`src/rtl/mips_pkg.sv`:
```
// mips_pkg: definitions shared by the pipeline control blocks.
//   mdu_state_e : multiply/divide unit sequencer states (IDLE, BUSY)
//   REG_ZERO    : index of the hard-wired zero register ($zero)
//   CNT_W       : width of the MDU latency down-counter
package mips_pkg;

  typedef enum logic {
    IDLE = 1'b0,
    BUSY = 1'b1
  } mdu_state_e;

  localparam int REG_ZERO = 0;
  localparam int CNT_W    = 8;

endpackage

```
`src/rtl/hazard_perf_cnt.sv`:
```
// hazard_perf_cnt: saturating performance counters for the hazard unit.
// Only built when HAZARD_PERF_EN is defined.
// Ports:
//   clk, reset   : clock, asynchronous active-high reset (clears counters)
//   stall        : pipeline stall asserted this cycle
//   ifid_flush   : IF/ID flush asserted this cycle
//   stall_cycles : number of stalled cycles since reset (saturating)
//   flush_count  : number of IF/ID flush cycles since reset (saturating)
module hazard_perf_cnt (
  input  logic        clk,
  input  logic        reset,
  input  logic        stall,
  input  logic        ifid_flush,
  output logic [31:0] stall_cycles,
  output logic [31:0] flush_count
);

  logic [31:0] stall_cycles_r;
  logic [31:0] flush_count_r;

  // Count stalled cycles and flush cycles; both stick at all-ones.
  always_ff @(posedge clk or posedge reset) begin
    if (reset) begin
      stall_cycles_r <= 32'd0;
      flush_count_r  <= 32'd0;
    end else begin
      if (stall && (stall_cycles_r != 32'hFFFF_FFFF)) begin
        stall_cycles_r <= stall_cycles_r + 32'd1;
      end else begin
        stall_cycles_r <= stall_cycles_r;
      end
      if (ifid_flush && (flush_count_r != 32'hFFFF_FFFF)) begin
        flush_count_r <= flush_count_r + 32'd1;
      end else begin
        flush_count_r <= flush_count_r;
      end
    end
  end

  assign stall_cycles = stall_cycles_r;
  assign flush_count  = flush_count_r;

endmodule

```
`src/rtl/hazard_ctrl.sv`:
```
// hazard_ctrl: pipeline hazard control for a 5-stage MIPS core.
// Detects load-use hazards (purely combinational) and multiply/divide
// unit (MDU) occupancy hazards (IDLE/BUSY sequencer with a down-counter),
// and produces PC / IF-ID / ID-EX enables and flushes in the same cycle.
// Optional macro HAZARD_PERF_EN adds stall/flush performance counters.
// Ports:
//   clk, reset          : clock, asynchronous active-high reset
//   id_rs, id_rt        : source specifiers of the instruction in ID
//   id_uses_rt          : ID instruction reads rt
//   ex_rt, ex_mem_read  : destination and load flag of the instruction in EX
//   branch_taken        : branch/jump resolved taken in ID
//   mdu_start           : ID instruction is mult/multu/div/divu
//   id_hilo_read        : ID instruction is mfhi/mflo
//   pc_en, ifid_en      : PC and IF/ID enables
//   ifid_flush          : IF/ID synchronous clear
//   idex_flush          : ID/EX clear (bubble)
//   mdu_busy            : MDU occupied
//   stall_cycles, flush_count : perf counters (HAZARD_PERF_EN only)
module hazard_ctrl
  import mips_pkg::*;
#(
  parameter int REG_W   = 5,
  parameter int MDU_LAT = 12
) (
  input  logic             clk,
  input  logic             reset,
  input  logic [REG_W-1:0] id_rs,
  input  logic [REG_W-1:0] id_rt,
  input  logic             id_uses_rt,
  input  logic [REG_W-1:0] ex_rt,
  input  logic             ex_mem_read,
  input  logic             branch_taken,
  input  logic             mdu_start,
  input  logic             id_hilo_read,
  output logic             pc_en,
  output logic             ifid_en,
  output logic             ifid_flush,
  output logic             idex_flush,
  output logic             mdu_busy
`ifdef HAZARD_PERF_EN
  ,
  output logic [31:0]      stall_cycles,
  output logic [31:0]      flush_count
`endif
);

  localparam logic [CNT_W-1:0] CNT_LOAD = CNT_W'(MDU_LAT - 1);

  mdu_state_e       state_r;
  logic [CNT_W-1:0] cnt_r;
  logic             busy_r;

  logic lu_s;
  logic mh_s;
  logic stall_s;

  // Load-use: the load in EX writes a register the ID instruction reads.
  // $zero is never a real dependency.
  assign lu_s = ex_mem_read && (ex_rt != REG_W'(REG_ZERO)) &&
                ((ex_rt == id_rs) || (id_uses_rt && (ex_rt == id_rt)));

  // MDU hazard: HI/LO read or a second MDU op while the unit is occupied.
  assign mh_s    = (state_r == BUSY) && (id_hilo_read || mdu_start);
  assign stall_s = lu_s || mh_s;

  // MDU sequencer: count MDU_LAT cycles of occupancy after an accepted start.
  always_ff @(posedge clk or posedge reset) begin
    if (reset) begin
      state_r <= IDLE;
      cnt_r   <= {CNT_W{1'b0}};
      busy_r  <= 1'b0;
    end else begin
      case (state_r)
        IDLE: begin
          // A start that is itself stalled by a load-use is not accepted.
          if (mdu_start && !stall_s) begin
            state_r <= BUSY;
            cnt_r   <= CNT_LOAD;
            busy_r  <= 1'b1;
          end else begin
            state_r <= IDLE;
            cnt_r   <= cnt_r;
            busy_r  <= 1'b0;
          end
        end
        BUSY: begin
          // A new mdu_start here is stalled, never reloads the counter.
          if (cnt_r == {CNT_W{1'b0}}) begin
            state_r <= IDLE;
            cnt_r   <= cnt_r;
            busy_r  <= 1'b0;
          end else begin
            state_r <= BUSY;
            cnt_r   <= cnt_r - CNT_W'(1);
            busy_r  <= 1'b1;
          end
        end
        default: begin
          state_r <= IDLE;
          cnt_r   <= {CNT_W{1'b0}};
          busy_r  <= 1'b0;
        end
      endcase
    end
  end

  assign mdu_busy = busy_r;

  // Pipeline control; stall has priority over a taken branch, which
  // re-resolves once ID is released.
  always_comb begin
    pc_en      = 1'b1;
    ifid_en    = 1'b1;
    ifid_flush = 1'b0;
    idex_flush = 1'b0;
    if (reset) begin
      pc_en      = 1'b0;
      ifid_en    = 1'b0;
      ifid_flush = 1'b1;
      idex_flush = 1'b1;
    end else if (stall_s) begin
      pc_en      = 1'b0;
      ifid_en    = 1'b0;
      ifid_flush = 1'b0;
      idex_flush = 1'b1;
    end else if (branch_taken) begin
      pc_en      = 1'b1;
      ifid_en    = 1'b1;
      ifid_flush = 1'b1;
      idex_flush = 1'b0;
    end else begin
      pc_en      = 1'b1;
      ifid_en    = 1'b1;
      ifid_flush = 1'b0;
      idex_flush = 1'b0;
    end
  end

`ifdef HAZARD_PERF_EN
  hazard_perf_cnt u_perf (
    .clk          (clk),
    .reset        (reset),
    .stall        (stall_s),
    .ifid_flush   (ifid_flush),
    .stall_cycles (stall_cycles),
    .flush_count  (flush_count)
  );
`endif

endmodule

```
`config.mk`:
```
export PLATFORM = sky130hd
export DESIGN_NAME = hazard_ctrl
export DESIGN_NICKNAME = d
export VERILOG_FILES = /design/src/rtl/mips_pkg.sv /design/src/rtl/hazard_perf_cnt.sv /design/src/rtl/hazard_ctrl.sv
export SDC_FILE = /design/constraint.sdc
export NUM_CORES = 1
export LEC_CHECK = 0
export ABC_AREA = 1
export ABC_CLOCK_PERIOD_IN_PS = 2700
export BUFFER_PORTS_ARGS = -buffer_cell sky130_fd_sc_hd__buf_2
export CAP_MARGIN = 20
export CELL_PAD_IN_SITES_DETAIL_PLACEMENT = 0
export CELL_PAD_IN_SITES_GLOBAL_PLACEMENT = 2
export CORE_MARGIN = 2
export CORE_UTILIZATION = 26
export DETAILED_ROUTE_END_ITERATION = 16
export HOLD_SLACK_MARGIN = 0.15
export PLACE_DENSITY = 0.79
export SETUP_SLACK_MARGIN = 0.5
export SYNTH_ARGS = -nofsm -noshare
export SYNTH_HDL_FRONTEND = slang
export SYNTH_HIERARCHICAL = 1
export SYNTH_SLANG_ARGS = --single-unit
```
`constraint.sdc`:
```
create_clock -name clk -period 2.7 [get_ports clk]
set_clock_uncertainty 0.1 [all_clocks]
set_input_delay 0.27 -clock clk [delete_from_list [all_inputs] [get_ports clk]]
set_output_delay 0.27 -clock clk [all_outputs]
set_load 0.05 [all_outputs]
```
* Word-level counts from Yosys, hierarchy flattened
Index checks and enable logic that the tools add are counted.
Cells by class: reduce and logical (&&, ||, !) cells 12, bitwise logic cells 1, mux-type cells 13, eq/ne operators 4, $add $sub $neg 1
Operator list (count):
- $mux 8 | 2
- $pmux 8 s2 | 1
- $eq 5x5->1 | 2
- $mux 1 | 9
- $logic_not 8->1 | 1
- $sub 8x1->8 const B | 1
- $logic_and 1x1->1 | 5
- $reduce_bool 5->1 | 1
- $ne 2x2->1 const B | 2
- $logic_or 1x1->1 | 3
- $pmux 1 s2 | 1
- $reduce_and 2->1 | 1
- $logic_not 1->1 | 1
- $not 1->1 | 1
Storage, ports and cells: output and inout port bits 5, register bits 9, word-level logic and storage cells 33, bits of input ports 22

* Logic depth before layout (Yosys ltp)
Gate-level depths: netlist (run 1).
word-level depth 9, gate-level depth with buffers 11

* Least setup slack after synthesis (run 1)
No wires, ideal clock.
path kind register to output, start register mdu_busy (netlist name), end output port pc_en, stages on the path, launching flop included 6, arrival time 2145 ps, path buffers 2, path slack 185 ps, data required time 2330 ps, path through dfrtp_1 > buf_4 > o21ai_0 > nand3_1 > inv_1 > buf_4
RTL lines:
- end, declared | RTL line hazard_ctrl.sv:35 | output logic pc_en,

==> results.yml, run 1 <==
global_routing:
  grt_pass1_wl_um: 3153
  grt-ovfl-total: 0
  grt_usage: 0.1157
  antenna_found_initial: 0
  grt_pass1_vias: 727
  grt_start_max_net_pins: 11
sta:
  finalSetupTns_ps: 0
  rsz0062_at_grt: "false"
  finalWorstSetupSlack_ps: 957.2
  finalSetupViolCount: 0
  fmax_ghz: 0.5738
  tightest_slew_ps: 446.5
  relSlewSlack: 0.7014
  final.period_utilization: 0.6455
  whs_ps: 378.6
  hold_viol_final: 0
  slew_viol_final: 0
  period_needed_ps: 1743
worst_setup_path:
  cp-start-kind: "register"
  critPathMaxStageDelay_ps: 480
  cp_cell_sequence: "o21ai_0 > nand3_2 > clkinvlp_4 > buf_2"
  r2r_start: "cnt_r[0]$_DFFE_PP0P_"
  end_kind: "output pin"
  r2r-end: "cnt_r[2]$_DFFE_PP0P_"
  cpMaxStageDelayCell: "dfrtp_2"
  rrSetupSlack_ps: 1130
  path_max_fanout: 9
  reg2reg_depth: 7
  required_ps: 2330
  path_class: "reg2out"
  arrival_ps: 1370
synthesis:
  ys_seq_area_frac: 0.2778
  synthCells: 135
  async_flop_share: 1.000
  syn_nets: 159
  synth_top_area_share: 0.2778
  yosys-top-cells-count: "47 x nand2_1, 23 x inv_1, 14 x nand3_1"
  synth.avg_cell_area_um2: 6.006
  yosys_warnings: 6
  ys_ff_latch: 9
  netlist.top_cell.by_area: "dfrtp_1"
  ys_top_cells_by_area: "dfrtp_1 28%, nand2_1 22%, inv_1 11%, nand3_1 8.6%, nor2_1 5.1%"
  netlist_area_um2: 810.8
  synthDistinctLibCells: 20
  yosysMostFrequentCell: "nand2_1"
  synth_flop_cell: "dfrtp_1"
  synth-edff-count: 0
clock_tree:
  clockBufferDepth: 2
  clk_pin_slew_worst_paths_ps: 60
  clkLatencyLatePin_ps: 260
  cts_root_buffer: "clkbuf_4"
  cts.sinks: 9
  cts_buffers: 3
  cts_tree: "yes"
  cts_hold_buf: 1
  cts_setup_buffers: 0
  h-tree-depth: 1
  cts_resized: 0
place:
  io_buffer_count: 26
  dp.cells: 192
  placed_area_um2: 977.2
  dp_hpwl_um: 1553
  gp_congestion: 0.7695
  dpl_worst_slack_ps: 960.2
routing:
  drt-initial-drc-count: 64
  drt-total-wl_um: 1938
  num_vias: 882
  ant_nets: 0
  drcViolationCount: 0
  firstDrtPassIters: 4
  viasPerCell: 4.477
  wl_per_cell_um: 9.838
final_layout:
  utilization: 0.3375
  layout-drive-gt1-share: 0.2500
  nets: 189
  design_area_um2: 1013
  synthToLayoutAreaGrowth_pct: 25.00
  instances_no_fill: 197
  antenna_cells: 0
worst_hold_path:
  min_from: "mdu_start"
  hold_path_depth: 5
  hp-class: "in2reg"
  worstHoldEndpoint: "cnt_r[0]$_DFFE_PP0P_"
floorplanning:
  die_h_um: 59.84
  initial_utilization: 0.2700
  die_w_um: 59.84
  std_cell_rows: 20
  boundaryPins: 27
  die_area_um2: 3581
  core_um2: 3003
run_status:
  status: "finished clean"
job:
  max_cap_viol_count: 0
power_and_ir_drop:
  ir_worst_vdd_v: 0.0001805
  power.total_mw: 0.8273
  p_leak_nw: 0.5955
  power_density_nw_per_um2: 816.3
[worst max-delay path: cells and delay by family (launching register included)]
| kind | cells | cell delay [ps] |
|---|---|---|
| and+or+nand+nor | 1 | 140 |
| buffers and inverters | 2 | 330 |
| AOI/OAI and AO/OA | 1 | 150 |
| DFF | 1 | 480 |
[routing by layer]
metal  wire (µm)  share of wire  up-vias  track usage
met4          22          0.011        0      0.03810
met3          82          0.042        4      0.01948
met2         820           0.42       21       0.1755
li1            -              -      473            -
met5           0              0        -            0
met1        1013           0.52      384       0.1651
[report_power, final]
group	internal, mW	total, mW	switching (mW)	leakage (nW)
clock network	0.0571	0.107	0.0497	0.0150
registers	0.189	0.248	0.0586	0.111
logic	0.158	0.473	0.315	0.470
[state kept, by name, summed over array words and instances, names as in the netlist]
signal	cells
cnt_r	8
mdu_busy	1
[how the worst max path moves through the flow]
stage / start / end
2_1_floorplan: mdu_busy$_DFF_PP0_ / pc_en
3_3_place_gp: ex_rt[2] / pc_en
3_5_place_dp: ex_rt[2] / ifid_en
4_1_cts: mdu_busy$_DFF_PP0_ / ifid_en
5_1_grt: mdu_busy$_DFF_PP0_ / ifid_en
6_report: mdu_busy$_DFF_PP0_ / ifid_en
[layout by cell type (no fill, tap or decap), types with 3 or more instances in the layout]
cell / count
a21oi_1: 4
buf_2: 26
clkbuf_4: 3
dfrtp_1: 8
inv_1: 22
inv_2: 3
nand2_1: 47
nand3_1: 13
nand4_1: 3
nor2_1: 11
o21ai_0: 6
[layout make-up]
| class | count | area (µm²) |
|---|---|---|
| flip-flops and latches | 9 | 226.5 |
| fillers | 337 | 1989 |
| clock buffers | 4 | 26.28 |
| inverters | 26 | 101.3 |
| multi-input cells | 98 | 478.0 |
| well taps | 33 | 41.29 |
| repair buffers | 27 | 140.1 |
[cell families after synthesis]
group           after synthesis  share of synthesized area
flops                         9                     0.2778
buf+inv                      28                     0.1389
simple gates                 83                     0.4491
xor+xnor                      2                    0.02161
fa+ha+maj                     2                    0.03086
compound gates               11                    0.08180
Power figures use the tool's default switching activity.
==> inputs of run 2 (changes only) <==
--- a/config.mk
+++ b/config.mk
@@ -6,16 +6,16 @@
 export NUM_CORES = 1
 export LEC_CHECK = 0
 export ABC_AREA = 1
-export ABC_CLOCK_PERIOD_IN_PS = 2700
+export ABC_CLOCK_PERIOD_IN_PS = 1700
 export BUFFER_PORTS_ARGS = -buffer_cell sky130_fd_sc_hd__buf_2
 export CAP_MARGIN = 20
 export CELL_PAD_IN_SITES_DETAIL_PLACEMENT = 0
 export CELL_PAD_IN_SITES_GLOBAL_PLACEMENT = 2
 export CORE_MARGIN = 2
-export CORE_UTILIZATION = 26
+export CORE_UTILIZATION = 24
 export DETAILED_ROUTE_END_ITERATION = 16
 export HOLD_SLACK_MARGIN = 0.15
-export PLACE_DENSITY = 0.79
+export PLACE_DENSITY = 0.74
 export SETUP_SLACK_MARGIN = 0.5
 export SYNTH_ARGS = -nofsm -noshare
 export SYNTH_HDL_FRONTEND = slang
==> constraint.sdc (replaced) <==
create_clock -name clk -period 1.7 [get_ports clk]
set_clock_uncertainty 0.1 [all_clocks]
set_input_delay 0.17 -clock clk [delete_from_list [all_inputs] [get_ports clk]]
set_output_delay 0.17 -clock clk [all_outputs]
set_load 0.05 [all_outputs]
==> results.yml, run 2 (synthesis gave the netlist of run 1 again) <==
worst_setup_path:
  critPathMaxStageDelay_ps: 420
  critPathTopFamily: "flip-flops"
  r2r_start: "cnt_r[3]$_DFFE_PP0P_"
  arrival_ps: 1550
  cp.buffers_inverters: 1
  cp_cell_sequence: "nor2_4 > nand3_2 > o21ai_4 > buf_6 > nand3_1 > nand2_1"
  rrSetupSlack_ps: 260
  end_kind: "register"
  path_max_fanout: 7
  crit_path_start: "cnt_r[3]$_DFFE_PP0P_"
  required_ps: 1800
  cpMaxStageDelayCell: "dfrtp_1"
  path_class: "reg2reg"
  cp-start-kind: "register"
place:
  io_buffer_count: 26
  dpl_worst_slack_ps: 172.5
  dp_hpwl_um: 1610
  gp_congestion: 0.7671
floorplanning:
  std_cell_rows: 21
  die_w_um: 62.12
  core_um2: 3284
  initial_utilization: 0.2469
  die_h_um: 62.12
  boundaryPins: 27
  die_area_um2: 3859
sta:
  finalSetupViolCount: 0
  finalSetupTns_ps: 0
  fmax_ghz: 0.6923
  final.period_utilization: 0.8497
  slew_viol_final: 0
  tightest_slew_ps: 288.3
  rsz0062_at_grt: "true"
  hold_viol_final: 0
  finalWorstSetupSlack_ps: 255.5
  relSlewSlack: 0.8071
  whs_ps: 295.9
  period_needed_ps: 1444
final_layout:
  regMostFlops: "cnt_r"
  synthToLayoutAreaGrowth_pct: 67.44
  largest_reg_flops: 8
  layout-drive-gt1-share: 0.4629
  antenna_cells: 0
  final_cell_mix: "35 x nand2_1, 13 x inv_1, 12 x nand2_2, 12 x buf_6, 11 x buf_4"
  final_common_cell: "nand2_1"
  nets: 200
clock_tree:
  cts_root_buffer: "clkbuf_4"
  clockBufferDepth: 2
  h-tree-depth: 1
  clkLatencyLatePin_ps: 260
  cts.sinks: 9
  cts_tree: "yes"
  clk_pin_slew_worst_paths_ps: 70
  cts_buffers: 3
global_routing:
  grt_pass1_wl_um: 4098
  grt_usage: 0.1297
  grt-ovfl-total: 0
  antenna_found_initial: 0
  grt_start_max_net_pins: 10
  grt_pass1_vias: 910
power_and_ir_drop:
  ir_worst_vdd_v: 0.0003357
  p_leak_nw: 0.7084
  power_density_nw_per_um2: 1290
run_status:
  status: "finished clean"
routing:
  wl_per_cell_um: 10.94
  drt-total-wl_um: 2417
  viasPerCell: 4.353
  ant_nets: 0
  drcViolationCount: 0
  firstDrtPassIters: 4
  num_vias: 962
  drt-initial-drc-count: 25
job:
  max_cap_viol_count: 0
worst_hold_path:
  min_from: "mdu_start"
  hp-class: "in2reg"
==> run 2: changes by cell type in the layout (fill, tap and decap cells not counted), moves of 9 or more <==
cell,change
buf_2,-18
buf_6,+12
nand2_1,-12
buf_4,+11
nand2_2,+11
inv_1,-9
==> run 2: final timing paths <==
check                                       endpoint  depth (start not counted)
worst max-delay path            cnt_r[6]$_DFFE_PP0P_                          6
worst min-delay path            cnt_r[0]$_DFFE_PP0P_                          5
worst max register to register  cnt_r[6]$_DFFE_PP0P_                          6
worst min register to register  cnt_r[7]$_DFFE_PP0P_                          2
max in group asynchronous         mdu_busy$_DFF_PP0_                          4
min in group asynchronous       cnt_r[2]$_DFFE_PP0P_                          4
==> run 2: area by class of cell <==
class / count / area [µm²]
fillers: 357 / 1927
multi-input cells: 98 / 580.6
repair buffers: 38 / 357.8
flip-flops and latches: 9 / 226.5
inverters: 26 / 108.9
well taps: 46 / 57.56
clock buffers: 4 / 26.28
==> run 2: worst register-to-register path: stages, from the launching register on <==
cell     delay (ps)
dfrtp_1         420
nor2_4          160
nand3_2         100
o21ai_4         290
buf_6           160
nand3_1          70
nand2_1          80
==> run 2: power by group <==
| part | switching, mW | internal (mW) | leakage, nW |
|---|---|---|---|
| Combinational | 0.678 | 0.515 | 0.583 |
| Clock | 0.0773 | 0.0905 | 0.0150 |
| Sequential | 0.0899 | 0.301 | 0.111 |
==> run 2: per-stage QoR <==
step / cells / utilization / instance area (µm²) / power (mW)
finish: 221 / 0.4133 / 1358 / 1.752
floorplan: 135 / - / 855.8 / 1.027
CTS: 219 / 0.3768 / 1237 / 1.611
global placement: 207 / 0.3143 / 1032 / 1.212
detailed placement: 207 / 0.3143 / 1032 / 1.202
global route: 221 / 0.4133 / 1358 / 1.903
==> run 2: repair_timing <==
action,in CTS,in global routing
hold endpoints to repair,9,0
buffers inserted,7,2
gates resized for setup,33,33
pin swaps,16,27
hold buffers,1,0
setup endpoints to repair,14,14
==> run 2: layer usage <==
metal	routed length, µm	GRT usage
met5	0	0
met4	33	0.03611
met3	79	0.02717
met2	1259	0.2255
met1	1045	0.1624
==> inputs of run 3 (changes only) <==
--- a/config.mk
+++ b/config.mk
@@ -6,7 +6,7 @@
 export NUM_CORES = 1
 export LEC_CHECK = 0
 export ABC_AREA = 1
-export ABC_CLOCK_PERIOD_IN_PS = 1700
+export ABC_CLOCK_PERIOD_IN_PS = 1330
 export BUFFER_PORTS_ARGS = -buffer_cell sky130_fd_sc_hd__buf_2
 export CAP_MARGIN = 20
 export CELL_PAD_IN_SITES_DETAIL_PLACEMENT = 0
==> constraint.sdc (replaced) <==
create_clock -name clk -period 1.33 [get_ports clk]
set_clock_uncertainty 0.1 [all_clocks]
set_input_delay 0.133 -clock clk [delete_from_list [all_inputs] [get_ports clk]]
set_output_delay 0.133 -clock clk [all_outputs]
set_load 0.05 [all_outputs]
==> results.yml, run 3 (synthesis gave the netlist of run 1 again) <==
final_layout:
  synthToLayoutAreaGrowth_pct: 69.14
  antenna_cells: 0
  largest_reg_flops: 8
  final_common_cell: "nand2_1"
  fill_cells: 367
  layout-drive-gt1-share: 0.4286
  design_area_um2: 1371
  utilization: 0.4175
  final_cell_mix: "44 x nand2_1, 21 x buf_4, 19 x buf_2"
  multi_input_area_um2: 540.5
  nets: 214
  regMostFlops: "cnt_r"
  regArea_um2: 226.5
worst_setup_path:
  end_kind: "register"
  required_ps: 1390
  arrival_ps: 1470
  path_class: "reg2reg"
  cp-start-kind: "register"
  path_max_fanout: 8
clock_tree:
  cts_tree: "yes"
  cts_buffers: 3
  cts.sinks: 9
  clockBufferDepth: 2
  clk_pin_slew_worst_paths_ps: 70
  cts_root_buffer: "clkbuf_4"
  h-tree-depth: 1
  clkLatencyLatePin_ps: 270
floorplanning:
  die_area_um2: 3859
  die_h_um: 62.12
  die_w_um: 62.12
  core_um2: 3284
  initial_utilization: 0.2469
  boundaryPins: 27
  std_cell_rows: 21
global_routing:
  grt_usage: 0.1197
  antenna_found_initial: 0
  grt_pass1_vias: 917
  grt_pass1_wl_um: 3788
  grt_start_max_net_pins: 10
  grt-ovfl-total: 0
routing:
  wl_per_cell_um: 9.566
  num_vias: 960
  firstDrtPassIters: 4
  drt-total-wl_um: 2248
  viasPerCell: 4.085
  ant_nets: 0
  drcViolationCount: 0
  drt-initial-drc-count: 42
power_and_ir_drop:
  p_leak_nw: 0.7522
  power_density_nw_per_um2: 1748
  ir_worst_vdd_v: 0.0004324
sta:
  hold_viol_final: 0
  fmax_ghz: 0.7081
  whs_ps: 248.4
  finalWorstSetupSlack_ps: -82.16
  period_needed_ps: 1412
  finalSetupViolCount: 12
  finalSetupTns_ps: -703.3
  relSlewSlack: 0.8248
  tightest_slew_ps: 261.8
  final.period_utilization: 1.062
  rsz0062_at_grt: "true"
  slew_viol_final: 0
worst_hold_path:
  hp-class: "in2reg"
place:
  gp_congestion: 0.8137
  dpl_worst_slack_ps: -108.2
  placed_area_um2: 1192
  dp_hpwl_um: 1746
  io_buffer_count: 26
job:
  max_cap_viol_count: 0
run_status:
  failed_checks: "negative setup slack"
  status: "finished, violations left"
[run 3: changes by cell type in the layout (fill, tap and decap cells not counted), moves of 3 or more]
cell | previous run | this run
inv_4 | 3 | 0
inv_1 | 13 | 18
buf_2 | 8 | 19
nand2_2 | 12 | 4
nand2_1 | 35 | 44
buf_4 | 11 | 21
buf_6 | 12 | 5
[run 3: path summary, 6_finish.rpt]
check	from	end	slack [ps]	depth (start not counted)
max in group asynchronous	reset	mdu_busy$_DFF_PP0_	600	4
max reg2reg	cnt_r[2]$_DFFE_PP0P_	cnt_r[6]$_DFFE_PP0P_	-80	6
min	mdu_start	mdu_busy$_DFF_PP0_	250	5
min reg2reg	cnt_r[7]$_DFFE_PP0P_	cnt_r[7]$_DFFE_PP0P_	420	2
min in group asynchronous	reset	cnt_r[7]$_DFFE_PP0P_	370	4
max	cnt_r[2]$_DFFE_PP0P_	cnt_r[6]$_DFFE_PP0P_	-80	6
[run 3: metal layers]
metal | vias to the layer above | part of all wire | track usage
met2 | 20 | 0.48 | 0.2038
li1 | 523 | - | -
met4 | 0 | 0.0093 | 0.02500
met5 | - | 0 | 0
met3 | 4 | 0.030 | 0.02536
met1 | 413 | 0.48 | 0.1566
[run 3: metrics by stage]
stage | power [mW] | std cells
4_1_cts | 2.278 | 233
2_1_floorplan | 1.312 | 135
5_1_grt | 2.623 | 235
6_report | 2.398 | 235
3_5_place_dp | 1.880 | 225
3_3_place_gp | 1.867 | 225
[run 3: cell type report]
cell class,count,share of cell area
clock buffers,4,0.01916
well taps,46,0.04197
inverters,26,0.07390
multi-input cells,98,0.3942
repair buffers,52,0.3057
flip-flops and latches,9,0.1651
[run 3: what timing repair did]
item / CTS / global route
setup endpoints to repair: 14 / 14
hold endpoints to repair: 9 / 0
buffers inserted: 3 / 2
pin swaps: 6 / 11
resized for setup: 19 / 16
hold buffers: 1 / 0
[run 3: critical path, cell delays in order, from the launching register on]
cell,delay (ps)
dfrtp_1,390
nor2_2,160
nand3_2,110
o21ai_4,280
nand2_4,130
nand2_1,80
nand2_1,40
[run 3: power by group]
part | switching [mW] | internal, mW
clock network | 0.106 | 0.116
registers | 0.0725 | 0.385
logic | 0.880 | 0.839
total | 1.06 | 1.34
